==> src/rtl/uart_tx_scheduler.sv <==
// Round-robin arbiter sharing one start/busy word transmitter between N_REQ producers.
// Define UART_TX_SCHED_TAG_EN to stamp the granted index into tx_data[DATA_W-1 -: 4].
module uart_tx_scheduler #(
  parameter int N_REQ        = 4,
  parameter int DATA_W       = 32,
  parameter int BUSY_TIMEOUT = 16,
  parameter int CNT_W        = 16,
  localparam int IDW         = (N_REQ > 1) ? $clog2(N_REQ) : 1
) (
  input  logic                    clk,
  input  logic                    rst_n,
  input  logic [N_REQ-1:0]        req,
  input  logic [N_REQ*DATA_W-1:0] req_data,
  output logic [N_REQ-1:0]        ack,
  output logic [DATA_W-1:0]       tx_data,
  output logic                    tx_start,
  input  logic                    tx_busy,
  output logic [IDW-1:0]          grant_id,
  output logic                    active,
  output logic                    err_timeout,
  output logic [CNT_W-1:0]        frames_sent
);

  typedef enum logic [1:0] {IDLE, LAUNCH, WAIT_BUSY, WAIT_DONE} state_t;

  state_t              state_reg, state_next;
  logic [N_REQ-1:0]    ack_reg, ack_next;
  logic [DATA_W-1:0]   tx_data_reg, tx_data_next;
  logic                tx_start_reg, tx_start_next;
  logic [IDW-1:0]      grant_id_reg, grant_id_next;
  logic                active_reg, active_next;
  logic                err_reg, err_next;
  logic [CNT_W-1:0]    frames_reg, frames_next;
  logic [7:0]          tmo_cnt_reg, tmo_cnt_next;

  logic [DATA_W-1:0]   req_word [N_REQ];
  logic [IDW-1:0]      sel;
  logic                found;

  for (genvar gi = 0; gi < N_REQ; gi++) begin : g_unpack
    assign req_word[gi] = req_data[gi*DATA_W +: DATA_W];
  end

  // Rotating priority: first pass looks above the last grant, second pass wraps to the bottom.
  always_comb begin
    sel   = grant_id_reg;
    found = 1'b0;
    for (int k = 0; k < N_REQ; k++) begin
      if (!found && req[k] && (IDW'(k) > grant_id_reg)) begin
        found = 1'b1;
        sel   = IDW'(k);
      end
    end
    for (int k = 0; k < N_REQ; k++) begin
      if (!found && req[k]) begin
        found = 1'b1;
        sel   = IDW'(k);
      end
    end
  end

  always_comb begin
    state_next    = state_reg;
    ack_next      = '0;
    tx_start_next = 1'b0;
    tx_data_next  = tx_data_reg;
    grant_id_next = grant_id_reg;
    active_next   = active_reg;
    err_next      = err_reg;
    frames_next   = frames_reg;
    tmo_cnt_next  = tmo_cnt_reg;
    case (state_reg)
      IDLE: begin
        if (found && !tx_busy) begin
`ifdef UART_TX_SCHED_TAG_EN
          tx_data_next = {4'(sel), req_word[sel][DATA_W-5:0]};
`else
          tx_data_next = req_word[sel];
`endif
          grant_id_next = sel;
          ack_next[sel] = 1'b1;
          tx_start_next = 1'b1;
          active_next   = 1'b1;
          state_next    = LAUNCH;
        end
      end
      LAUNCH: begin
        tmo_cnt_next = '0;
        state_next   = WAIT_BUSY;
      end
      WAIT_BUSY: begin
        if (tx_busy) begin
          state_next = WAIT_DONE;
        end else if (tmo_cnt_reg == 8'(BUSY_TIMEOUT - 1)) begin
          err_next    = 1'b1;
          active_next = 1'b0;
          state_next  = IDLE;
        end else begin
          tmo_cnt_next = tmo_cnt_reg + 8'd1;
        end
      end
      WAIT_DONE: begin
        if (!tx_busy) begin
          frames_next = frames_reg + CNT_W'(1);
          active_next = 1'b0;
          state_next  = IDLE;
        end
      end
      default: state_next = IDLE;
    endcase
  end

  always_ff @(posedge clk) begin
    if (!rst_n) begin
      state_reg    <= IDLE;
      ack_reg      <= '0;
      tx_data_reg  <= '0;
      tx_start_reg <= 1'b0;
      grant_id_reg <= IDW'(N_REQ - 1);
      active_reg   <= 1'b0;
      err_reg      <= 1'b0;
      frames_reg   <= '0;
      tmo_cnt_reg  <= '0;
    end else begin
      state_reg    <= state_next;
      ack_reg      <= ack_next;
      tx_data_reg  <= tx_data_next;
      tx_start_reg <= tx_start_next;
      grant_id_reg <= grant_id_next;
      active_reg   <= active_next;
      err_reg      <= err_next;
      frames_reg   <= frames_next;
      tmo_cnt_reg  <= tmo_cnt_next;
    end
  end

  assign ack         = ack_reg;
  assign tx_data     = tx_data_reg;
  assign tx_start    = tx_start_reg;
  assign grant_id    = grant_id_reg;
  assign active      = active_reg;
  assign err_timeout = err_reg;
  assign frames_sent = frames_reg;

endmodule

==> config.mk <==
export PLATFORM = sky130hd
export DESIGN_NAME = uart_tx_scheduler
export DESIGN_NICKNAME = d
export VERILOG_FILES = /design/src/rtl/uart_tx_scheduler.sv
export SDC_FILE = /design/constraint.sdc
export NUM_CORES = 1
export LEC_CHECK = 0
export BUFFER_PORTS_ARGS = -buffer_cell sky130_fd_sc_hd__buf_2
export CAP_MARGIN = 20
export CORE_ASPECT_RATIO = 0.8
export CORE_MARGIN = 2
export CORE_UTILIZATION = 47
export DETAILED_ROUTE_END_ITERATION = 7
export HOLD_SLACK_MARGIN = 0.06
export PLACE_DENSITY = 0.81
export SETUP_SLACK_MARGIN = 0.15
export SYNTH_ARGS = -nofsm -noshare
export SYNTH_HDL_FRONTEND = slang
export SYNTH_SLANG_ARGS = --single-unit
==> constraint.sdc <==
create_clock -name clk -period 2 [get_ports clk]
set_input_delay 0.2 -clock clk [delete_from_list [all_inputs] [get_ports clk]]
set_output_delay 0.2 -clock clk [all_outputs]
set_load 0.01 [all_outputs]
==> flow_summary.toml, run 1 <==
[status]
status = "complete, no violations"

[detailed_routing]
drtPass1Iterations = 5
ant_nets = 0
m1WireLength_mm = 5.56
vias = 4665
route.detailed.drc = 0
wl_per_cell_um = 17.1
highest_layer = "met4"
via_per_inst = 5.91
wl_mm = 13.5
wl_met3_mm = 1.03
detail_route.iter0.violations = 244
route.met2.wl_mm = 6.44

[global_route]
first_global_vias = 4501
grt_max_degree = 40
grt_pass1_wl_mm = 21.2
overflow = 0
antenna_found_initial = 0
grt.total_usage_pct = 28.5

[cells_and_area]
layout.nets = 810
area_delta_synth_final_pct = 35.6
drive_gt1_share_pct = 39.7
num_antenna_cells = 0
largest_reg_flops = 32
final_area_sq_um = 5450
final_cells = 789

[setup_path]
cp.required_ns = 2.22
crit_chain = "or4_2 > buf_4 > a221oi_1 > a21oi_1"
arrival_ns = 1.96
start_kind = "register"
path_class = "register to register"
slowest_delay_ns = 0.73
cp-end-kind = "register"
path_max_fanout = 8
worst_path_max_delay_cell = "or4_2"

[timing]
worst_slack_ns = 0.261
clock_skew_ns = 0.0101
hold_viol = 0
drv_slew = 0
clock.fmax_mhz = 575
grt_setup_unrepaired = "false"
final.setup.tns_ns = 0
setup_viol = 0
finalCriticalPeriod_ns = 1.74
slew_headroom_pct = 65.8
period_share_pct = 86.9
worst_pin_slew_ns = 0.508

[synthesis]
syn_area_sq_um = 4020
synth_warnings = 0
syn-num-nets = 633
synth_commonest_cells = "67 x dfxtp_1, 65 x o21ai_0, 53 x nand2_1"
synth_top_cell_by_area = "dfxtp_1"
ys_seq_area_share_pct = 33.4
async_flop_share_pct = 0
ys_seq_elements = 67
synthFlopType = "dfxtp_1"
synth_edf_count = 0
netlist_instances = 496
ys_types = 48
yosysMostFrequentCell = "dfxtp_1"
synth.top_cell.area_share_pct = 33.4
syn_area_per_cell_sq_um = 8.11
yosys-top-cells-area = "dfxtp_1 33%, a221oi_2 10%, o21ai_0 8.1%"

[pwr]
powerDensity_nw_per_um2 = 697
ir_worst_vdd_v = 0.000389
p_leak_nw = 2.44
total_power_mw = 3.80

[place]
gp_congestion = 0.924
pre_cts_ws_ns = 0.00655
portBuffers = 191
hpwl_mm = 9.51
place_area_sq_um = 5220
dp_cells = 774

[clock_tree]
cts_sinks = 67
post_cts_buffers = 0
clock_latency_ns = 0.35
cts_tree = "built"
cts-root-buf = "clkbuf_8"
path_clk_slew_ns = 0.07
cts_made_buffers = 9
postCtsHoldBufs = 0
clockBufferDepth = 2
h-tree-depth = 3

[floorplanning]
die_h_um = 86.7
core_sq_um = 8410
start_util_pct = 47.8
pin_count = 192
fp.dieW_um = 107
dieArea_sq_um = 9320
fp-row-count = 30

[flow_run]
maxCapViolCount = 0

[hold_path]
hp-class = "input pin to register"
-- per-layer routing --
layer  GRT usage [%]  vias up
met5               0        -
li1                -     2195
met2            48.6      241
met4            11.3        0
met1            34.5     2187
met3            7.52       42
-- cells in the final DEF (no fill, tap or decap), types with 10 or more instances in the layout --
master    netlist  routed
dfxtp_1        67      65
nor3_1         33      33
o21ai_0        65      64
and2_1         11      11
xnor2_1        11      11
buf_2          15     191
nand3_1        10      10
clkbuf_8        0      13
a221oi_2       28      29
o31a_1         32      32
buf_12          0      10
nand2_1        53      53
nor2_1         17      16
a21oi_1        39      37
-- worst max-delay path: cells and delay by family, from the launching register on --
kind | cells | cell delay [ns]
AND/OR/NAND/NOR | 1 | 0.73
flip-flops | 1 | 0.31
buffers and inverters | 1 | 0.22
AO/OA/AOI/OAI | 2 | 0.35
-- area by class of cell --
cell class	count	area, sq um
multi-input combinational	377	2480
timing repair buffer	213	1260
clock inverter	1	30.0
fill	725	2960
clock buffer	14	183
inverter	5	18.8
tap	112	140
sequential	67	1340
-- per-stage QoR --
stage	utilization, %	hold WS (ns)
3_3_place_gp	62.0	0.469
6_report	64.8	0.127
4_1_cts	64.6	0.107
3_5_place_dp	62.0	0.478
2_1_floorplan	-	0.341
5_1_grt	64.8	0.125
-- where the power goes --
part / switching (mW) / internal, mW / leakage, nW
Combinational: 0.619 / 0.480 / 1.79
Sequential: 0.0611 / 1.43 / 0.548
Clock: 0.504 / 0.707 / 0.109
Total: 1.18 / 2.61 / 2.44
-- cells by family after synthesis --
kind of cell    after synthesis  share of synthesized area [%]
compound gates              195                           36.0
xor+xnor                     17                           3.70
fa+ha+maj                     2                          0.622
buf+inv                      52                           6.25
flops                        67                           33.4
mux                           1                          0.249
simple gates                162                           19.9
-- final timing paths --
path / cells past startpoint / to / start / slack (ns)
min reg2reg: 2 / err_timeout / err_timeout / 0.49
min: 3 / tx_data[23] / req_data[23] / 0.13
max reg2reg: 4 / tx_data[17] / state_reg[0] / 0.26
max: 4 / tx_data[17] / state_reg[0] / 0.26
-- repair_timing --
item | CTS | global route
cloned | 0 | 0
gates resized for setup | 2 | 6
setup endpoints to repair | 26 | 27
Power figures use the tool's default switching activity.
==> run 2, diff against run 1 <==
--- a/config.mk
+++ b/config.mk
@@ -5,6 +5,7 @@
 export SDC_FILE = /design/constraint.sdc
 export NUM_CORES = 1
 export LEC_CHECK = 0
+export ABC_AREA = 1
 export BUFFER_PORTS_ARGS = -buffer_cell sky130_fd_sc_hd__buf_2
 export CAP_MARGIN = 20
 export CORE_ASPECT_RATIO = 0.8
@@ -12,8 +13,9 @@
 export CORE_UTILIZATION = 47
 export DETAILED_ROUTE_END_ITERATION = 7
 export HOLD_SLACK_MARGIN = 0.06
-export PLACE_DENSITY = 0.81
+export PLACE_DENSITY = 0.82
 export SETUP_SLACK_MARGIN = 0.15
+export SLEW_MARGIN = 20
 export SYNTH_ARGS = -nofsm -noshare
 export SYNTH_HDL_FRONTEND = slang
 export SYNTH_SLANG_ARGS = --single-unit
==> run 2 against run 1 <==
Compared with the run above:
- critical endpoint is now tx_data[4]
- largest cell class unchanged
- setup slack worse by 0.17 ns
- clock-buffer cell count decreased by 5
- largest power group is now combinational cells
- wire length is 16% higher
- sequential share of layout area shrank 1.4 points
- combinational power up 150%
==> flow_summary.toml, run 2 <==
[status]
status = "complete, no violations"

[global_route]
first_global_vias = 4445
grt_pass1_wl_mm = 20.3
grt_max_degree = 52
grt.total_usage_pct = 27.8
overflow = 0
antenna_found_initial = 0

[floorplanning]
core_sq_um = 7980
fp.dieW_um = 106
start_util_pct = 48.9
dieArea_sq_um = 9050
pin_count = 192
fp-row-count = 29
die_h_um = 85.5

[timing]
slew_headroom_pct = 68.7
clock.fmax_mhz = 525
clock_skew_ns = 0.00679
finalCriticalPeriod_ns = 1.91
drv_slew = 0
hold_viol = 0
worst_pin_slew_ns = 0.469
worst_slack_ns = 0.0934
setup_viol = 0
final.setup.tns_ns = 0
grt_setup_unrepaired = "true"
period_share_pct = 95.3

[pwr]
ir_worst_vdd_v = 0.000424
total_power_mw = 5.78
p_leak_nw = 2.81
powerDensity_nw_per_um2 = 991

[synthesis]
netlist_instances = 600
syn_area_per_cell_sq_um = 6.50
ys_seq_elements = 67
yosys-top-cells-area = "dfxtp_1 34%, nand3_1 14%, nand2_1 9.1%"
synth_edf_count = 0
syn-num-nets = 737
synth_top_cell_by_area = "dfxtp_1"
ys_types = 33
synth.top_cell.area_share_pct = 34.4
synth_commonest_cells = "111 x nand3_1, 95 x nand2_1, 95 x nor2_1"
synthFlopType = "dfxtp_1"
async_flop_share_pct = 0
ys_seq_area_share_pct = 34.4
synth_warnings = 0
syn_area_sq_um = 3900
yosysMostFrequentCell = "nand3_1"

[setup_path]
rr_worst_depth = 12
path_class = "register to register"
worst_path_max_delay_cell = "dfxtp_4"
setup.worst_path.start = "grant_id[1]"
start_kind = "register"
slowest_delay_ns = 0.41
crit_chain = "nor2_4 > nand2_2 > nand2_2 > a21oi_4 > buf_6 > nand4_4 > buf_12 > clkbuf_16 > nand4_1 > nand3_1 > nor2_1 > nor2_1"
cp.required_ns = 2.24
reg2reg_setup_slack_ns = 0.09
crit_end = "tx_data[4]"
reg2reg_to = "tx_data[4]"
path_buf_inv = 3
path_max_fanout = 11
arrival_ns = 2.15
crit_family = "simple AND/OR/NAND/NOR gates"
path_depth = 12
r2r-start = "grant_id[1]"
cp-end-kind = "register"

[clock_tree]
h-tree-depth = 3
cts-root-buf = "clkbuf_8"
path_clk_slew_ns = 0.08
cts_made_buffers = 9
cts_tree = "built"
clockBufferDepth = 2
clock_latency_ns = 0.35
cts_sinks = 67
postCtsHoldBufs = 0

[detailed_routing]
wl_mm = 15.7
vias = 5320
drtPass1Iterations = 5
route.detailed.drc = 0
via_per_inst = 5.81
detail_route.iter0.violations = 452
ant_nets = 0
wl_per_cell_um = 17.1

[cells_and_area]
area_delta_synth_final_pct = 49.6
largest_reg_flops = 32
num_antenna_cells = 0
fillerInstances = 642
final_common_cell = "buf_2"
final_area_sq_um = 5840
drive_gt1_share_pct = 37.6
final_cell_mix = "191 x buf_2, 107 x nand3_1, 85 x nor2_1, 85 x nand2_1, 61 x dfxtp_1"
layout.nets = 941

[place]
pre_cts_ws_ns = 0.0322
place_area_sq_um = 4970
hpwl_mm = 9.41
portBuffers = 191
gp_congestion = 0.907

[flow_run]
maxCapViolCount = 0

[hold_path]
hp-class = "input pin to register"
[run 2: cell count changes in the layout (fill, tap and decap cells not counted), sizes merged, moves of 32 or more]
cell,delta
nand3,+104
nor2,+82
nand2,+46
nand4,+44
inv,+34
a221oi,-32
o31a,-32
[run 2: logic make-up (layout without fill, tap and decap cells)]
group | count (synthesis) | count (layout) | share of synthesized area, %
buffers and inverters | 79 | 286 | 8.72
adders and majority gates | 2 | 2 | 0.641
DFF | 67 | 67 | 34.4
AOI/OAI and AO/OA | 76 | 76 | 10.3
and+or+nand+nor | 373 | 374 | 45.3
xor gates and xnor gates | 3 | 3 | 0.673
[run 2: layer usage]
metal / vias to the layer above / GRT usage (%) / wire length (um)
met5: - / 0 / 0
met4: 0 / 10.0 / 562
met3: 74 / 5.70 / 1710
met2: 385 / 47.7 / 7410
met1: 2404 / 35.0 / 5990
li1: 2457 / - / -
[run 2: worst min-delay path by stage]
stage / startpoint / to / slack [ns] / cells past startpoint
floorplan: tx_busy / state_reg[0] / 0.39 / 2
global placement: active / active / 0.45 / 2
detailed placement: active / active / 0.47 / 2
CTS: req_data[107] / tx_data[11] / 0.15 / 5
global route: req_data[108] / tx_data[12] / 0.17 / 5
finish: req_data[107] / tx_data[11] / 0.15 / 5
[run 2: repair_timing]
action                                  4_1_cts  5_1_grt
gates resized for setup                       7       87
pin swaps                                     2       15
setup buffers                                 4        9
endpoints found under the setup margin       41       46
cloned                                        0       14
[run 2: area by class of cell]
| type | count | area, sq um | share of cell area, % |
|---|---|---|---|
| clock inverters | 6 | 115 | 1.97 |
| clock buffers | 9 | 124 | 2.12 |
| repair buffers | 232 | 1570 | 26.9 |
| inverters | 39 | 149 | 2.55 |
| multi-input cells | 455 | 2390 | 40.9 |
| well taps | 108 | 135 | 2.31 |
| flip-flops and latches | 67 | 1360 | 23.3 |
[run 2: report_power, final]
| part | internal [mW] | leakage, nW | total (mW) | switching [mW] |
|---|---|---|---|---|
| Clock | 0.825 | 0.115 | 1.38 | 0.556 |
| Combinational | 1.16 | 2.14 | 2.73 | 1.57 |
| Sequential | 1.53 | 0.551 | 1.67 | 0.143 |
| Total | 3.51 | 2.81 | 5.78 | 2.27 |
[run 2: through the flow]
stage	std cells	utilization (%)	hold WS, ns
floorplan	600	-	0.388
global placement	874	62.3	0.454
detailed placement	874	62.3	0.474
CTS	893	66.0	0.153
global route	916	73.2	0.171
finish	916	73.2	0.153
[run 2: worst register-to-register path: stages, from the launching register on]
cell and delay, ns:
dfxtp_4 0.41, nor2_4 0.05, nand2_2 0.09, nand2_2 0.07
a21oi_4 0.17, buf_6 0.13, nand4_4 0.12, buf_12 0.19
clkbuf_16 0.17, nand4_1 0.10, nand3_1 0.12, nor2_1 0.12
nor2_1 0.06
